**src/rtl/if_stage.sv**
```systemverilog
// Instruction-fetch stage: PC generation, SRAM request, 2-entry
// PC-tagged instruction buffer feeding decode over valid/ready.
module if_stage #(
    parameter logic [31:0] RESET_PC  = 32'h1c000000,
    parameter int          BUF_DEPTH = 2
) (
    input  logic        clk,
    input  logic        reset,
    output logic        inst_sram_en,
    output logic [31:0] inst_sram_addr,
    input  logic [31:0] inst_sram_rdata,
    input  logic        flush,
    input  logic [31:0] flush_pc,
    output logic [31:0] PC,
    output logic [31:0] Inst,
    output logic        excp_adef,
    output logic        right_valid,
    input  logic        right_ready
);

    logic [31:0] pc_req_q, pc_req_d;
    logic        req_q, req_d;
    logic [31:0] req_pc_q;
    logic        halted_q, halted_d;
    logic        rd_ptr_q, rd_ptr_d;
    logic        wr_ptr_q, wr_ptr_d;
    logic [1:0]  cnt_q, cnt_d;

    logic [31:0] buf_pc_q   [2];
    logic [31:0] buf_inst_q [2];
    logic        buf_adef_q [2];

    logic        pop;
    logic        aligned;
    logic [2:0]  used;
    logic        room;
    logic        push_rsp;
    logic        push_adef;
    logic        push;
    logic [31:0] push_pc;
    logic [31:0] push_inst;

    // Handshake, credit check and push selection.
    always_comb begin
        right_valid    = (cnt_q != 2'd0);
        pop            = right_valid & right_ready & ~flush;
        aligned        = (pc_req_q[1:0] == 2'b00);
        // Slots still free once all outstanding responses land.
        used           = {1'b0, cnt_q} + {2'b0, req_q} - {2'b0, pop};
        room           = (used < 3'(BUF_DEPTH));
        inst_sram_en   = ~reset & ~flush & ~halted_q & aligned & room;
        inst_sram_addr = {pc_req_q[31:2], 2'b00};
        push_rsp       = ~reset & ~flush & req_q;
        // A misaligned PC is only reachable right after a flush, so
        // no response is ever in flight alongside it.
        push_adef      = ~reset & ~flush & ~halted_q & ~aligned
                         & room & ~req_q;
        push           = push_rsp | push_adef;
        push_pc        = push_rsp ? req_pc_q : pc_req_q;
        push_inst      = push_rsp ? inst_sram_rdata : 32'h0;
    end

    // Next-state for PC, request tracking, halt and FIFO pointers.
    always_comb begin
        pc_req_d = pc_req_q;
        req_d    = inst_sram_en;
        halted_d = halted_q;
        rd_ptr_d = rd_ptr_q;
        wr_ptr_d = wr_ptr_q;
        cnt_d    = cnt_q;
        if (flush) begin
            pc_req_d = flush_pc;
            req_d    = 1'b0;
            halted_d = 1'b0;
            rd_ptr_d = 1'b0;
            wr_ptr_d = 1'b0;
            cnt_d    = 2'd0;
        end else begin
            if (inst_sram_en) pc_req_d = pc_req_q + 32'd4;
            if (push_adef)    halted_d = 1'b1;
            if (push)         wr_ptr_d = ~wr_ptr_q;
            if (pop)          rd_ptr_d = ~rd_ptr_q;
            cnt_d = cnt_q + {1'b0, push} - {1'b0, pop};
        end
    end

    // Control state registers.
    always_ff @(posedge clk) begin
        if (reset) begin
            pc_req_q <= RESET_PC;
            req_q    <= 1'b0;
            req_pc_q <= 32'h0;
            halted_q <= 1'b0;
            rd_ptr_q <= 1'b0;
            wr_ptr_q <= 1'b0;
            cnt_q    <= 2'd0;
        end else begin
            pc_req_q <= pc_req_d;
            req_q    <= req_d;
            req_pc_q <= pc_req_q;
            halted_q <= halted_d;
            rd_ptr_q <= rd_ptr_d;
            wr_ptr_q <= wr_ptr_d;
            cnt_q    <= cnt_d;
        end
    end

    // Buffer storage; cleared on reset so idle outputs read as zero.
    always_ff @(posedge clk) begin
        if (reset) begin
            for (int i = 0; i < 2; i++) begin
                buf_pc_q[i]   <= 32'h0;
                buf_inst_q[i] <= 32'h0;
                buf_adef_q[i] <= 1'b0;
            end
        end else if (push) begin
            buf_pc_q[wr_ptr_q]   <= push_pc;
            buf_inst_q[wr_ptr_q] <= push_inst;
            buf_adef_q[wr_ptr_q] <= push_adef;
        end
    end

    assign PC        = buf_pc_q[rd_ptr_q];
    assign Inst      = buf_inst_q[rd_ptr_q];
    assign excp_adef = buf_adef_q[rd_ptr_q];

    // The credit check must keep a push away from a full buffer.
    a_no_overflow : assert property (
        @(posedge clk) disable iff (reset)
        !(push && cnt_q == 2'd2)
    );

endmodule

```
**config.mk**
```make
export PLATFORM = sky130hd
export DESIGN_NAME = if_stage
export DESIGN_NICKNAME = d
export VERILOG_FILES = /design/src/rtl/if_stage.sv
export SDC_FILE = /design/constraint.sdc
export NUM_CORES = 1
export LEC_CHECK = 0
export BUFFER_PORTS_ARGS = -buffer_cell sky130_fd_sc_hd__buf_2
export CORE_ASPECT_RATIO = 1.1
export CORE_MARGIN = 8
export CORE_UTILIZATION = 56
export DETAILED_ROUTE_END_ITERATION = 10
export GPL_TIMING_DRIVEN = 0
export PLACE_DENSITY = 0.8
export SLEW_MARGIN = 10
export SYNTH_ARGS = -nofsm -noshare
export SYNTH_HDL_FRONTEND = slang
export SYNTH_SLANG_ARGS = --single-unit
export TNS_END_PERCENT = 30
```
**constraint.sdc**
```tcl
create_clock -name clk -period 7.01 [get_ports clk]
set_clock_uncertainty 0.2 [all_clocks]
set_input_delay 1.402 -clock clk [delete_from_list [all_inputs] [get_ports clk]]
set_output_delay 1.402 -clock clk [all_outputs]
set_load 0.01 [all_outputs]
```
Word level (Yosys, flattened, before mapping)
Memories as Yosys holds them, arrays and structs flattened. A register that Yosys moved wholly into a read port is not among the register bits.
Index checks and enable logic that the tools add are counted.
{"block": "totals", "regBits": 70, "mem_bits_rw": 130, "input_bits": 68, "output_inout_bits": 99, "word_cells": 65, "n_memories": 3}
{"memory": "buf_inst_q", "depth": 2, "width": 32, "read_ports": 1, "rd_clocked_by_memory_dff": 1, "wr": 2, "line": "30", "source": "logic [31:0] buf_inst_q [2];"}
{"memory": "buf_pc_q", "depth": 2, "width": 32, "read_ports": 1, "rd_clocked_by_memory_dff": 1, "wr": 2, "line": "29", "source": "logic [31:0] buf_pc_q [2];"}
{"memory": "buf_adef_q", "depth": 2, "width": 1, "read_ports": 1, "rd_clocked_by_memory_dff": 1, "wr": 2, "line": "31", "source": "logic buf_adef_q [2];"}
{"block": "op_classes", "n_addsub": 5, "n_lt_le_gt_ge": 1, "muxes": 24, "n_bitwise": 18, "reduce_logical": 7}
{"operator": "$mux W32", "count": 6}
{"operator": "$reduce_or A32 Y1", "count": 2}
{"operator": "$add A32 B3 Y32 const B", "count": 1}
{"operator": "$mux W1", "count": 18}
{"operator": "$and A1 B1 Y1", "count": 10}
{"operator": "$not A1 Y1", "count": 7}
{"operator": "$reduce_bool A2 Y1", "count": 2}
{"operator": "$add A2 B1 Y3", "count": 1}
{"operator": "$lt A3 B2 Y1 const B", "count": 1}
{"operator": "$sub A3 B1 Y3", "count": 1}
{"operator": "$add A2 B1 Y2", "count": 1}
{"operator": "$logic_not A2 Y1", "count": 1}
{"operator": "$reduce_or A2 Y1", "count": 1}
{"operator": "$sub A2 B1 Y2", "count": 1}
{"operator": "$or A1 B1 Y1", "count": 1}
{"operator": "$reduce_or A1 Y1", "count": 1}

Logic depth before layout (Yosys ltp)
Gate-level depths: netlist of run 1.
{"block": "logic_depth", "word_depth": 13, "mapped_depth": 15}

Worst setup path after synthesis of run 1
No wires, ideal clock.
{"block": "synth_timing", "path_type": "input to register", "from": "input flush", "to": "memory buf_adef_q[0], enable pin", "setup_ps": 434, "t_arrival_ps": 5610, "required_time_ps": 6376, "path_slack_ps": 766, "cell_stages": 12, "cell_sequence": "buf_6 > clkbuf_1 > nor2_1 > ha_1 > nand2b_1 > fa_1 > or4b_4 > nor4b_4 > nor2_1 > or2_2 > buf_2 > nand2b_1"}
{"element": "start: declaration", "line": "12", "source": "input logic flush,"}
{"element": "end: declaration", "line": "31"}

Worst setup path after layout of run 1
{"block": "layout_timing", "from": "input flush", "to": "output inst_sram_en"}
{"block": "layout_between", "elab_chain_cells": 5, "word_cells_on_any_way": 8, "classes_between": "add/sub (1); order compare (1); bitwise (6)"}
{"element": "$not A1 Y1", "line": "46", "source": "pop = right_valid & right_ready & ~flush;"}
{"element": "$and A1 B1 Y1", "line": "46"}
{"element": "net pop", "line": "33", "source": "logic pop;"}
{"element": "$sub A3 B1 Y3", "line": "49", "source": "used = {1'b0, cnt_q} + {2'b0, req_q} - {2'b0, pop};"}
{"element": "$lt A3 B2 Y1", "line": "50", "source": "room = (used < 3'(BUF_DEPTH));"}
{"element": "$and A1 B1 Y1", "line": "51", "source": "inst_sram_en = ~reset & ~flush & ~halted_q & aligned & room;"}
{"element": "end: declaration", "line": "9", "source": "output logic inst_sram_en,"}
The timed path passes the listed nets, and every way through them passes these cells.

==> flow_summary.ini, run 1 <==
[outcome]
status = finished, final reports clean

[pwr]
p_leak_nw = 4.47
cellPowerDensity_nw_per_um2 = 245
ir_drop_mv = 0.169
power.total_mw = 2.64

[setup_path]
max_stage_delay_ps = 510
critPathRequiredTime_ps = 5410
arrival_ps = 4610
worstSetupPathType = in -> out
path_buf_inv = 6
cp_slowest_cell = or4b_4
path_cells = buf_6 -> clkbuf_1 -> nor2_1 -> ha_1 -> nand2b_1 -> fa_1 -> or4b_4 -> or3_1 -> buf_6 -> clkinv_4 -> buf_6 -> buf_2
worstReg2RegStart = cnt_q[1]
crit_family = simple AND/OR/NAND/NOR gates
start_kind = input port
worstPathMaxFanout = 10
cp-startpoint = flush
endpoint_kind = output pin
cpMostUsedCell = buf_6

[timing]
rsz0062_at_grt = no
hold_viol_final = 0
finalSetupTns_ps = 0
drv_slew = 0
setup_violations = 0
clock.fmax_mhz = 161
period_needed_ps = 6210
hold_ws_ps = 274
worst_slew_margin_rel = 0.257
timing.final.crit_share = 0.886
tightestPinTransition_ps = 1110

[die]
die-area_sq_um = 20400
die_w_microns = 137
rows = 48
pin_count = 167
core_area_sq_um = 15700
dieHeight_microns = 149
initial_utilization = 0.573

[route]
viasPerCell = 5.48
post_drt_wl_per_cell_microns = 18.5
drt-pass1-iter-count = 5
drc = 0
vias = 6389
drt-total-wl_microns = 21500
drtIter0Drc = 398
route.antenna.remaining_nets = 0

[clock_network]
path_clk_slew_ps = 60
cts_repair_resize_count = 0
cts.sinks = 201
cts_buffers = 20
cts_root_buf = clkbuf_16
cts_tree = yes
cts.path.max_buffers = 3
cts_max_level = 1
cts-hold-fix-buffers = 0
clkLatencyLatePin_ps = 490
post-cts-setup-buffers = 0

[cells_and_area]
syn_to_final_growth_pct = 19.5
nNetsFinal = 1024
multi_input_area_sq_um = 3190
n_fill_cell = 1173
most-common-layout-cells = buf_2 (165), edfxtp_1 (130), nor2_1 (105)
layout_commonest_cell = buf_2
seq_area_sq_um = 5330
n_antenna_cell = 0
drive_gt1_frac = 0.322
final_cells = 1165

[global_route]
overflow = 0
grt_first_pass_wirelength_microns = 33700
grt_use_total = 0.208
grt_antenna_before_repair = 0
grt_pass1_vias = 6466
grt_max_degree = 45

[worst_hold_path]
holdCritStartpoint = halted_q
hp-class = reg -> reg

[logic_synthesis]
synthesis.instances = 763
syn_area_sq_um = 9020
synth_edf_count = 130
ys_ff_latch = 201
syn_avg_cell_area_sq_um = 11.8
ys_seq_area_frac = 0.590
ys_warn_count = 0
synthFlopType = edfxtp_1
synth-async-reset-ratio = 0
synth_cell_type_count = 56

[run]
maxCapViolCount = 0

[placed_design]
io_buffers = 163
place.detailed.instances = 1129
hpwlAfterDp_microns = 15100
place.gp.congestion = 0.911
## sequential cells by signal, summed over array words and instances, names as in the netlist, named ones only
register,flops
buf_pc_q,64
wr_ptr_q,1
pc_req_q,32
buf_inst_q,64
req_pc_q,32
req_q,1
cnt_q,2
halted_q,1
buf_adef_q,2
rd_ptr_q,1
## power by group
part           switching, mW  total (mW)  internal (mW)
sequential            0.0319        1.35           1.32
combinational          0.145       0.259          0.114
clock                  0.424        1.03          0.608
total                  0.601        2.64           2.04
## Yosys cell counts (7+ instances only)
cell,instances,area share
a21oi_1,16,0.0089
buf_4,32,0.027
mux2i_1,31,0.034
nand4_1,15,0.010
nor2_1,105,0.044
nor3_1,9,0.0050
and2_1,36,0.025
inv_1,9,0.0037
clkbuf_1,37,0.015
mux2_2,65,0.081
a31oi_1,9,0.0062
edfxtp_1,130,0.43
o21ai_0,13,0.0072
xor2_1,9,0.0087
dfxtp_1,71,0.16
nand3_1,21,0.012
nor2b_1,29,0.020
and3_1,34,0.024
nand2_1,21,0.0087
buf_6,7,0.0087
## cells by family after synthesis
group | Yosys count | share of synthesized area
compound gates | 65 | 0.0474
xor+xnor | 11 | 0.0107
fa+ha+maj | 5 | 0.00777
buf+inv | 92 | 0.0583
flops | 201 | 0.590
mux | 97 | 0.117
other cells | 1 | 0.000416
simple gates | 291 | 0.168
## through the flow
step                cell area, sq um  setup slack [ps]  utilization
global placement               10100              -518        0.641
CTS                            10800               829        0.685
finish                         10800               802        0.685
detailed placement             10100               894        0.645
floorplan                       9020               766            -
global route                   10800               675        0.685
## per-layer routing
metal / part of all wire / vias up / global-route usage / wire length (microns)
met5: 0 / - / 0 / 0
met1: 0.42 / 3018 / 0.271 / 8980
met3: 0.069 / 36 / 0.0320 / 1490
met2: 0.49 / 267 / 0.350 / 10600
li1: - / 3068 / - / -
met4: 0.021 / 0 / 0.0576 / 444
## worst paths after layout
path                  endpoint  slack (ps)  cells past startpoint
min                   halted_q         270                      1
max               inst_sram_en         800                     12
min reg2reg           halted_q         270                      1
max reg2reg  buf_inst_q[0][11]        2390                     13
## final cells by class
cell class,instances,area share
well taps,200,0.0232
multi-input cells,471,0.296
flip-flops and latches,201,0.494
clock inverters,6,0.00499
repair buffers,165,0.0794
inverters,10,0.00395
clock buffers,30,0.0538
plain buffers,82,0.0448
No activity file was read; power rests on OpenSTA's default activity.
==> run 2, diff against run 1 <==
- ABC_AREA: default -> 1
- CORE_UTILIZATION: 56 -> 57
- PLACE_DENSITY: 0.8 -> 0.81
==> flow_summary.ini, run 2 <==
[setup_path]
worstPathMaxFanout = 10
arrival_ps = 4100
endpoint_kind = output pin
cp.depth = 14
max_stage_delay_ps = 360
cp-startpoint = flush
cpMostUsedCell = buf_2
path_cells = buf_2 -> buf_4 -> buf_2 -> nor2_1 -> ha_1 -> or2_2 -> fa_1 -> inv_1 -> nor2_1 -> nor2_2 -> nand2_4 -> inv_4 -> buf_4 -> buf_2
worst_r2r_path_depth = 15
cp_slowest_cell = fa_1
crit_family = buffers and inverters
rr_endpoint = buf_inst_q[1][0]
endpoint = inst_sram_en
start_kind = input port
worstReg2RegStart = cnt_q[1]
worstSetupPathType = in -> out
r2r_setup_slack_ps = 3080
path_buf_inv = 7
critPathRequiredTime_ps = 5410

[timing]
clock.fmax_mhz = 175
period_needed_ps = 5700
worst_slew_margin_rel = 0.536
finalSetupTns_ps = 0
fin_ws_ps = 1310
drv_slew = 0
tightestPinTransition_ps = 696
hold_ws_ps = 279
timing.final.crit_share = 0.813
hold_viol_final = 0
rsz0062_at_grt = no
setup_violations = 0

[pwr]
ir_drop_mv = 0.168
p_leak_nw = 5.51
cellPowerDensity_nw_per_um2 = 234

[route]
drt-pass1-iter-count = 5
viasPerCell = 5.22
drc = 0
drtIter0Drc = 507
vias = 7620
route.antenna.remaining_nets = 0
post_drt_wl_per_cell_microns = 16.4
drt-total-wl_microns = 24000

[logic_synthesis]
synth-async-reset-ratio = 0
synth_cell_type_count = 35
synth_top_area_cell = edfxtp_1
ys_warn_count = 0
ys_ff_latch = 201
synthesis.instances = 1049
ys_seq_area_frac = 0.548
synth_edf_count = 130
yosysMostFrequentCell = nand2_1
syn_area_sq_um = 9720
synthTopCellsByCount = nand2_1 (174), nor2_1 (138), inv_1 (135), edfxtp_1 (130), nand3_1 (107)
syn_avg_cell_area_sq_um = 9.27
synth.area.top_cells = edfxtp_1 (40%), dfxtp_1 (15%), mux2_2 (7.5%)
synthFlopType = edfxtp_1
yosys.area.top_type_share = 0.401

[cells_and_area]
reg_top3 = buf_inst_q x64, buf_pc_q x64
syn_to_final_growth_pct = 18.5
drive_gt1_frac = 0.293
nNetsFinal = 1310
most-common-layout-cells = buf_2 (188), nand2_1 (172), nor2_1 (138)
n_antenna_cell = 0
layout_commonest_cell = buf_2

[clock_network]
cts_buffers = 20
cts.sinks = 201
path_clk_slew_ps = 60
cts_root_buf = clkbuf_16
clkLatencyLatePin_ps = 490
cts_tree = yes
post-cts-setup-buffers = 0
cts_max_level = 1
cts.path.max_buffers = 3
cts-hold-fix-buffers = 0
cts_repair_resize_count = 0

[placed_design]
io_buffers = 163
place_ws_ps = 1340
place.gp.congestion = 0.969
hpwlAfterDp_microns = 17500

[die]
initial_utilization = 0.576
rows = 50
dieHeight_microns = 153
die_w_microns = 141
die-area_sq_um = 21500
pin_count = 167
core_area_sq_um = 16900

[outcome]
status = finished, final reports clean

[global_route]
grt_pass1_vias = 7518
grt_max_degree = 50
grt_use_total = 0.215
overflow = 0
grt_first_pass_wirelength_microns = 37500
grt_antenna_before_repair = 0

[worst_hold_path]
hp-class = reg -> reg

[run]
maxCapViolCount = 0
run 2: worst register-to-register path: stages (launching register included):
cell	delay (ps)
dfxtp_1	370
or2_2	320
nand2_1	130
nor2_1	80
ha_1	270
or2_2	310
fa_1	360
inv_1	90
nor2_1	60
nor2_2	210
nand3_2	140
nand2_4	120
nand2_2	120
buf_2	230
nand2_4	270
buf_16	300
run 2: cell families (layout without fill, tap and decap cells):
family,after synthesis,count (layout),synth area share
mux,65,65,0.0753
buf+inv,225,426,0.111
flops,201,201,0.548
other cells,1,2,0.000386
fa+ha+maj,5,5,0.00721
compound gates,95,95,0.0506
xor+xnor,7,7,0.00630
simple gates,450,450,0.202
run 2: layer usage:
metal	track usage	wire (microns)	up-vias
li1	-	-	3757
met1	0.268	10200	3559
met2	0.381	11800	266
met3	0.0315	1480	38
met4	0.0594	487	0
met5	0	0	-
run 2: worst min-delay path by stage:
stage / cells after the start / startpoint / end
6_report: 2 / pc_req_q[1] / req_pc_q[1]
5_1_grt: 2 / halted_q / halted_q
4_1_cts: 2 / rd_ptr_q / rd_ptr_q
3_5_place_dp: 2 / rd_ptr_q / rd_ptr_q
3_3_place_gp: 2 / rd_ptr_q / rd_ptr_q
2_1_floorplan: 2 / pc_req_q[1] / req_pc_q[1]
run 2: per-stage QoR:
step	cell area [sq um]	total power, mW	instances	util
final	11500	2.70	1459	0.682
after CTS	11500	2.71	1459	0.682
after global placement	10800	1.67	1421	0.640
after floorplan	9730	1.56	1050	-
after detailed placement	10900	1.68	1423	0.644
after global routing	11500	2.80	1459	0.682
run 2: power by group:
| group | internal, mW | leakage (nW) | switching (mW) |
|---|---|---|---|
| Sequential | 1.32 | 1.93 | 0.0311 |
| Clock | 0.609 | 0.318 | 0.438 |
| Combinational | 0.121 | 3.26 | 0.180 |
| Total | 2.05 | 5.51 | 0.649 |
run 2: layout make-up:
| cell class | instances | area (sq um) |
|---|---|---|
| buffer | 83 | 542 |
| clock buffer | 30 | 614 |
| clock inverter | 6 | 36.3 |
| fill | 1297 | 5370 |
| inverter | 142 | 536 |
| multi-input combinational | 624 | 3340 |
| sequential | 201 | 5330 |
| tap | 208 | 260 |
| timing repair buffer | 165 | 871 |
